File: src/rtl/gate_check_sequencer.sv
`timescale 1ns/1ps
// gate_check_sequencer
//   Self-checking stimulus controller for the six-gate basic-logic DUT.
//   Vectors come from an 18-bit Fibonacci LFSR and are driven as {dut_b,dut_a}.
//   Each vector is held for SETTLE_CYCLES cycles, then dut_o is compared
//   against a golden model of the gates. The mismatch count and the first
//   failing vector are reported.
// Ports:
//   clk, rst_n          clock, synchronous active-low reset
//   start, abort        run request / run termination
//   dut_a, dut_b        registered DUT inputs (taken from the LFSR)
//   dut_o               DUT outputs
//   busy, done, pass    run status
//   aborted             last run was terminated by abort
//   mismatch_cnt        saturating count of mismatching vectors
//   first_fail_*        index, observed and expected value of the first mismatch
module gate_check_sequencer #(
    parameter int unsigned NUM_VEC       = 256,
    parameter int unsigned SETTLE_CYCLES = 4,
    parameter logic [17:0] SEED          = 18'h00001,
    parameter int unsigned CNT_W         = 16
) (
    input  logic             clk,
    input  logic             rst_n,
    input  logic             start,
    input  logic             abort,
    output logic [15:0]      dut_a,
    output logic [1:0]       dut_b,
    input  logic [5:0]       dut_o,
    output logic             busy,
    output logic             done,
    output logic             pass,
    output logic             aborted,
    output logic [CNT_W-1:0] mismatch_cnt,
    output logic [CNT_W-1:0] first_fail_idx,
    output logic [5:0]       first_fail_obs,
    output logic [5:0]       first_fail_exp
);
    // The vector index must reach NUM_VEC-1 even when CNT_W is narrow;
    // first_fail_idx reports its low CNT_W bits.
    localparam int unsigned IDX_W    = (CNT_W > $clog2(NUM_VEC + 1)) ? CNT_W : $clog2(NUM_VEC + 1);
    localparam int unsigned SC_W     = (SETTLE_CYCLES > 1) ? $clog2(SETTLE_CYCLES) : 1;
    localparam logic [17:0] SEED_EFF = (SEED == 18'h0) ? 18'h00001 : SEED;

    typedef enum logic [1:0] {IDLE, SETTLE, SAMPLE, DONE} state_t;

    state_t            state_q, state_d;
    logic [17:0]       lfsr_q, lfsr_d;
    logic [IDX_W-1:0]  idx_q, idx_d;
    logic [SC_W-1:0]   sc_q, sc_d;
    logic [CNT_W-1:0]  cnt_q, cnt_d;
    logic [CNT_W-1:0]  ffidx_q, ffidx_d;
    logic [5:0]        ffobs_q, ffobs_d;
    logic [5:0]        ffexp_q, ffexp_d;
    logic              busy_q, busy_d;
    logic              done_q, done_d;
    logic              pass_q, pass_d;
    logic              aborted_q, aborted_d;

    logic [5:0]        exp_v;
    logic              mism;
    logic [CNT_W-1:0]  cnt_inc;

    assign dut_a          = lfsr_q[15:0];
    assign dut_b          = lfsr_q[17:16];
    assign busy           = busy_q;
    assign done           = done_q;
    assign pass           = pass_q;
    assign aborted        = aborted_q;
    assign mismatch_cnt   = cnt_q;
    assign first_fail_idx = ffidx_q;
    assign first_fail_obs = ffobs_q;
    assign first_fail_exp = ffexp_q;

    // Golden model of the gate DUT, from the registered vector
    assign exp_v[0] = ~lfsr_q[17];
    assign exp_v[1] = ~(lfsr_q[2] | lfsr_q[3] | lfsr_q[4] | lfsr_q[5]);
    assign exp_v[2] = lfsr_q[6] & lfsr_q[7] & lfsr_q[8] & lfsr_q[9];
    assign exp_v[3] = ~(lfsr_q[10] & lfsr_q[11] & lfsr_q[12] & lfsr_q[13]);
    assign exp_v[4] = lfsr_q[14] | lfsr_q[15] | lfsr_q[0] | lfsr_q[1];
    assign exp_v[5] = lfsr_q[16];

    assign mism    = (dut_o != exp_v);
    assign cnt_inc = (mism && (cnt_q != {CNT_W{1'b1}})) ? cnt_q + CNT_W'(1) : cnt_q;

    always_comb begin
        state_d   = state_q;
        lfsr_d    = lfsr_q;
        idx_d     = idx_q;
        sc_d      = sc_q;
        cnt_d     = cnt_q;
        ffidx_d   = ffidx_q;
        ffobs_d   = ffobs_q;
        ffexp_d   = ffexp_q;
        busy_d    = busy_q;
        done_d    = done_q;
        pass_d    = pass_q;
        aborted_d = aborted_q;
        case (state_q)
            IDLE, DONE: begin
                if (start) begin
                    state_d   = SETTLE;
                    lfsr_d    = SEED_EFF;
                    idx_d     = '0;
                    sc_d      = SC_W'(SETTLE_CYCLES - 1);
                    cnt_d     = '0;
                    ffidx_d   = '0;
                    ffobs_d   = '0;
                    ffexp_d   = '0;
                    busy_d    = 1'b1;
                    done_d    = 1'b0;
                    pass_d    = 1'b0;
                    aborted_d = 1'b0;
                end
            end
            SETTLE, SAMPLE: begin
                if (abort) begin
                    // Any compare due this edge is dropped; counters freeze.
                    state_d   = DONE;
                    busy_d    = 1'b0;
                    done_d    = 1'b1;
                    aborted_d = 1'b1;
                    pass_d    = 1'b0;
                end else if (state_q == SETTLE) begin
                    if (sc_q == '0) state_d = SAMPLE;
                    else            sc_d    = sc_q - SC_W'(1);
                end else begin
                    cnt_d = cnt_inc;
                    // cnt_q==0 identifies the first mismatch; it saturates, never wraps
                    if (mism && (cnt_q == '0)) begin
                        ffidx_d = idx_q[CNT_W-1:0];
                        ffobs_d = dut_o;
                        ffexp_d = exp_v;
                    end
                    if (idx_q == IDX_W'(NUM_VEC - 1)) begin
                        state_d = DONE;
                        busy_d  = 1'b0;
                        done_d  = 1'b1;
                        pass_d  = (cnt_inc == '0);
                    end else begin
                        state_d = SETTLE;
                        lfsr_d  = {lfsr_q[16:0], lfsr_q[17] ^ lfsr_q[10]};
                        idx_d   = idx_q + IDX_W'(1);
                        sc_d    = SC_W'(SETTLE_CYCLES - 1);
                    end
                end
            end
            default: state_d = IDLE;
        endcase
    end

    always_ff @(posedge clk) begin
        if (!rst_n) begin
            state_q   <= IDLE;
            lfsr_q    <= '0;
            idx_q     <= '0;
            sc_q      <= '0;
            cnt_q     <= '0;
            ffidx_q   <= '0;
            ffobs_q   <= '0;
            ffexp_q   <= '0;
            busy_q    <= 1'b0;
            done_q    <= 1'b0;
            pass_q    <= 1'b0;
            aborted_q <= 1'b0;
        end else begin
            state_q   <= state_d;
            lfsr_q    <= lfsr_d;
            idx_q     <= idx_d;
            sc_q      <= sc_d;
            cnt_q     <= cnt_d;
            ffidx_q   <= ffidx_d;
            ffobs_q   <= ffobs_d;
            ffexp_q   <= ffexp_d;
            busy_q    <= busy_d;
            done_q    <= done_d;
            pass_q    <= pass_d;
            aborted_q <= aborted_d;
        end
    end
endmodule

File: config.mk
export PLATFORM = sky130hd
export DESIGN_NAME = gate_check_sequencer
export DESIGN_NICKNAME = d
export VERILOG_FILES = /design/src/rtl/gate_check_sequencer.sv
export SDC_FILE = /design/constraint.sdc
export NUM_CORES = 1
export LEC_CHECK = 0
export CORE_AREA = 2 2 105 107
export CTS_CLUSTER_SIZE = 40
export DETAILED_ROUTE_END_ITERATION = 8
export DIE_AREA = 0 0 107 109
export DONT_BUFFER_PORTS = 1
export MAX_ROUTING_LAYER = met4
export SLEW_MARGIN = 20
export SYNTH_ARGS = -nofsm -noshare
export SYNTH_HDL_FRONTEND = slang
export SYNTH_SLANG_ARGS = --single-unit
export TNS_END_PERCENT = 100
File: constraint.sdc
create_clock -name clk -period 2.9 [get_ports clk]
set_input_delay 0.58 -clock clk [delete_from_list [all_inputs] [get_ports clk]]
set_output_delay 0.58 -clock clk [all_outputs]
set_load 0.005 [all_outputs]
==> flow_metrics.py <==
metrics = {
    "outcome": {
        "outcome": "completed",
    },
    "grt": {
        "grt_pass1_vias": 3366,
        "grt-ovfl-total": 0,
        "grt_max_degree": 63,
        "antenna_found_initial": 0,
        "grt_pass1_wl_um": 17600,
        "grt_usage": 0.196,
    },
    "clocking": {
        "clk_latency_ns": 0.36,
        "post_cts_buffers": 0,
        "path_clk_slew_ns": 0.09,
        "cts_buffer_depth": 2,
        "clock_sinks": 86,
        "cts-root-buf": "clkbuf_8",
        "h-tree-depth": 3,
        "cts_buffers": 9,
        "ctsHoldBuffers": 0,
        "cts_tree": "done",
    },
    "floorplanning": {
        "fp.dieH_um": 109,
        "initial_utilization": 0.386,
        "rows": 38,
        "die_w_um": 107,
        "dieArea_sq_mm": 0.0117,
        "coreArea_sq_mm": 0.0106,
        "io_pins": 76,
    },
    "logic_synthesis": {
        "yosysUniqueCellTypes": 55,
        "synthCells": 489,
        "ys_async_sr_fraction": 0,
        "mappedNetlistArea_sq_mm": 0.00410,
        "synth_top_area_frac": 0.420,
        "avgSynthCellArea_sq_um": 8.38,
        "synth-edff-count": 0,
        "ys_warn_count": 0,
        "synth_area_leaders": "dfxtp_1 (42%), nor2_1 (8.4%), a22oi_1 (8.1%)",
        "synth_top_area_cell": "dfxtp_1",
        "synth-seq-cells": 86,
        "yosysSeqAreaShare": 0.420,
        "synth_nets": 506,
        "yosys_most_used_dff": "dfxtp_1",
    },
    "timing": {
        "max_freq_mhz": 371,
        "slew_viol_final": 0,
        "worstMarginPinSlew_ns": 0.669,
        "grt_setup_unrepaired": "yes",
        "fin_ws_ns": 0.207,
        "fin_crit_sh": 0.928,
        "setup_viol": 0,
        "slew_headroom": 0.554,
        "period_needed_ns": 2.69,
        "skew_ns": 0.0113,
        "final_hold_viol_count": 0,
        "fin_tns_setup_ns": 0,
    },
    "worst_setup_path": {
        "crit_cells": 8,
        "cp_data_required_time_ns": 3.17,
        "reg2regPathDepth": 8,
        "cp.arrival_ns": 2.96,
        "crit_chain": "nor4_4, xor2_1, nor3_4, a21oi_2, a211oi_2, a31oi_1, or4_1, o31ai_1",
        "cp_max_fo": 10,
        "r2r-start": "lfsr_q[2]",
        "critPathLaunchType": "flip-flop",
        "crit_type": "reg -> reg",
        "slowest_delay_ns": 0.54,
        "crit_slowest_cell": "or4_1",
        "crit_start": "lfsr_q[2]",
        "cp-end-kind": "flip-flop",
        "endpoint": "pass",
        "r2r_setup_slack_ns": 0.21,
        "rr_endpoint": "pass",
        "cp.buffers_inverters": 0,
        "path_delay_family": "simple AND/OR/NAND/NOR gates",
    },
    "layout": {
        "drive_above_1_share": 0.116,
        "finish.instance_area_sq_mm": 0.00455,
        "final_nets": 514,
        "n_antenna_cell": 0,
        "instances_no_fill": 641,
        "syn_to_final_growth_pct": 11.1,
    },
    "pwr": {
        "p_per_area_mw_per_mm2": 742,
        "max-vdd-ir-drop_mv": 0.358,
        "p_leak_nw": 1.61,
    },
    "drt": {
        "avgViaCountPerCell": 5.60,
        "routed_wl_um": 10800,
        "drc_errors": 0,
        "vias": 3587,
        "first_pass_iters": 5,
        "wl_per_cell_um": 16.8,
        "drtIter0Drc": 169,
        "ant_nets": 0,
    },
    "placed_design": {
        "dp_cells": 626,
        "dp_hpwl_um": 7680,
        "placed_cell_area_sq_mm": 0.00437,
        "pre_cts_ws_ns": 0.197,
        "port-buffer-count": 0,
        "routabilityCongestion": 0.880,
    },
    "worst_hold_path": {
        "holdCritPathClass": "in -> reg",
    },
    "job": {
        "timing.max_cap.violations": 0,
    },
}
-- repair_timing --
item / in CTS / in global routing
setup endpoints to repair: 0 / 3
endpoints found under the hold margin: 0 / 0
resized for setup: 0 / 2
-- state kept, by name, summed over array words and instances (netlist names) --
register        count
pass                1
done                1
lfsr_q             18
first_fail_exp      6
sc_q                2
first_fail_idx     16
state_q             2
idx_q              16
busy                1
first_fail_obs      6
aborted             1
mismatch_cnt       16
-- final cells by class --
class	count	area, sq um
Tap cell	140	175
Multi-Input combinational cell	363	2230
Timing Repair Buffer	26	208
Inverter	11	41.3
Clock inverter	5	35.0
Clock buffer	10	138
Sequential cell	86	1720
Fill cell	1078	6050
-- placed cells by master, fill, tap and decap left out, types with 2 or more instances in the layout --
cell       n
clkinv_2   2
a311o_1    3
a21o_1     3
dfxtp_1   86
a211oi_1   7
a41oi_1    2
a22oi_1   44
o211ai_1   2
ha_1       7
a21oi_1   33
nor2_1    92
a31oi_1    3
xor2_1    13
nand2b_1   2
nor4_1     3
mux2i_1    7
nor3_4     2
buf_4     25
o21ai_0   15
clkbuf_8  10
nor3_1    10
xnor2_1   12
and3_1     5
and4_1     2
nor4_4     4
inv_1     10
nand2_1   31
nor2b_1    3
or3_1      5
and2_1     6
nand3_1   18
or4_1      4
nand4_1    5
-- synthesized netlist by cell type, types with 6 or more instances --
master	instances
a211oi_1	7
a21oi_1	33
a22oi_1	44
and2_1	6
buf_2	6
clkbuf_1	22
dfxtp_1	86
ha_1	7
inv_1	10
mux2i_1	7
nand2_1	31
nand3_1	18
nor2_1	92
nor3_1	11
o21ai_0	15
xnor2_1	12
xor2_1	13
-- how the worst min path moves through the flow --
stage,startpoint,end,slack (ns),cells past startpoint
3_5_place_dp,done,done,0.48,2
6_report,rst_n,state_q[1],0.34,2
2_1_floorplan,done,done,0.45,2
5_1_grt,rst_n,mismatch_cnt[1],0.33,1
4_1_cts,rst_n,state_q[1],0.32,2
3_3_place_gp,done,done,0.47,2
-- where the power goes --
part           total, mW  leakage, nW  switching [mW]  internal, mW
clock network      0.764       0.0885           0.432         0.332
registers           1.38        0.695          0.0971          1.28
logic               1.23        0.830           0.821         0.414
total               3.38         1.61            1.35          2.03
-- worst register-to-register path: cells and delay by family, from the launching register on --
family	cells	cell delay (ns)
xor+xnor	1	0.15
compound gates	4	0.74
simple gates	3	1.34
flops	1	0.38
-- metrics by stage --
| step | utilization | power, mW | hold slack [ns] |
|---|---|---|---|
| floorplan | - | 2.24 | 0.453 |
| global placement | 0.412 | 2.62 | 0.471 |
| detailed placement | 0.412 | 2.64 | 0.475 |
| CTS | 0.428 | 3.42 | 0.319 |
| global route | 0.429 | 3.60 | 0.329 |
| finish | 0.429 | 3.38 | 0.335 |
-- cell families (layout without fill, tap and decap cells) --
logic type / after synthesis / after routing / share of synthesized area
fa+ha+maj: 7 / 7 / 0.0214
xor+xnor: 25 / 25 / 0.0535
mux: 8 / 8 / 0.0199
simple gates: 199 / 199 / 0.242
flops: 86 / 86 / 0.420
buf+inv: 40 / 52 / 0.0394
compound gates: 124 / 124 / 0.203
-- per-layer routing --
layer / GRT usage / routed length, um / vias up
met5: - / 0 / -
met4: 0.0788 / 221 / 0
met3: 0.0544 / 777 / 13
met2: 0.303 / 4950 / 93
met1: 0.243 / 4850 / 1707
li1: - / - / 1774
(Power assumes the default switching activity.)
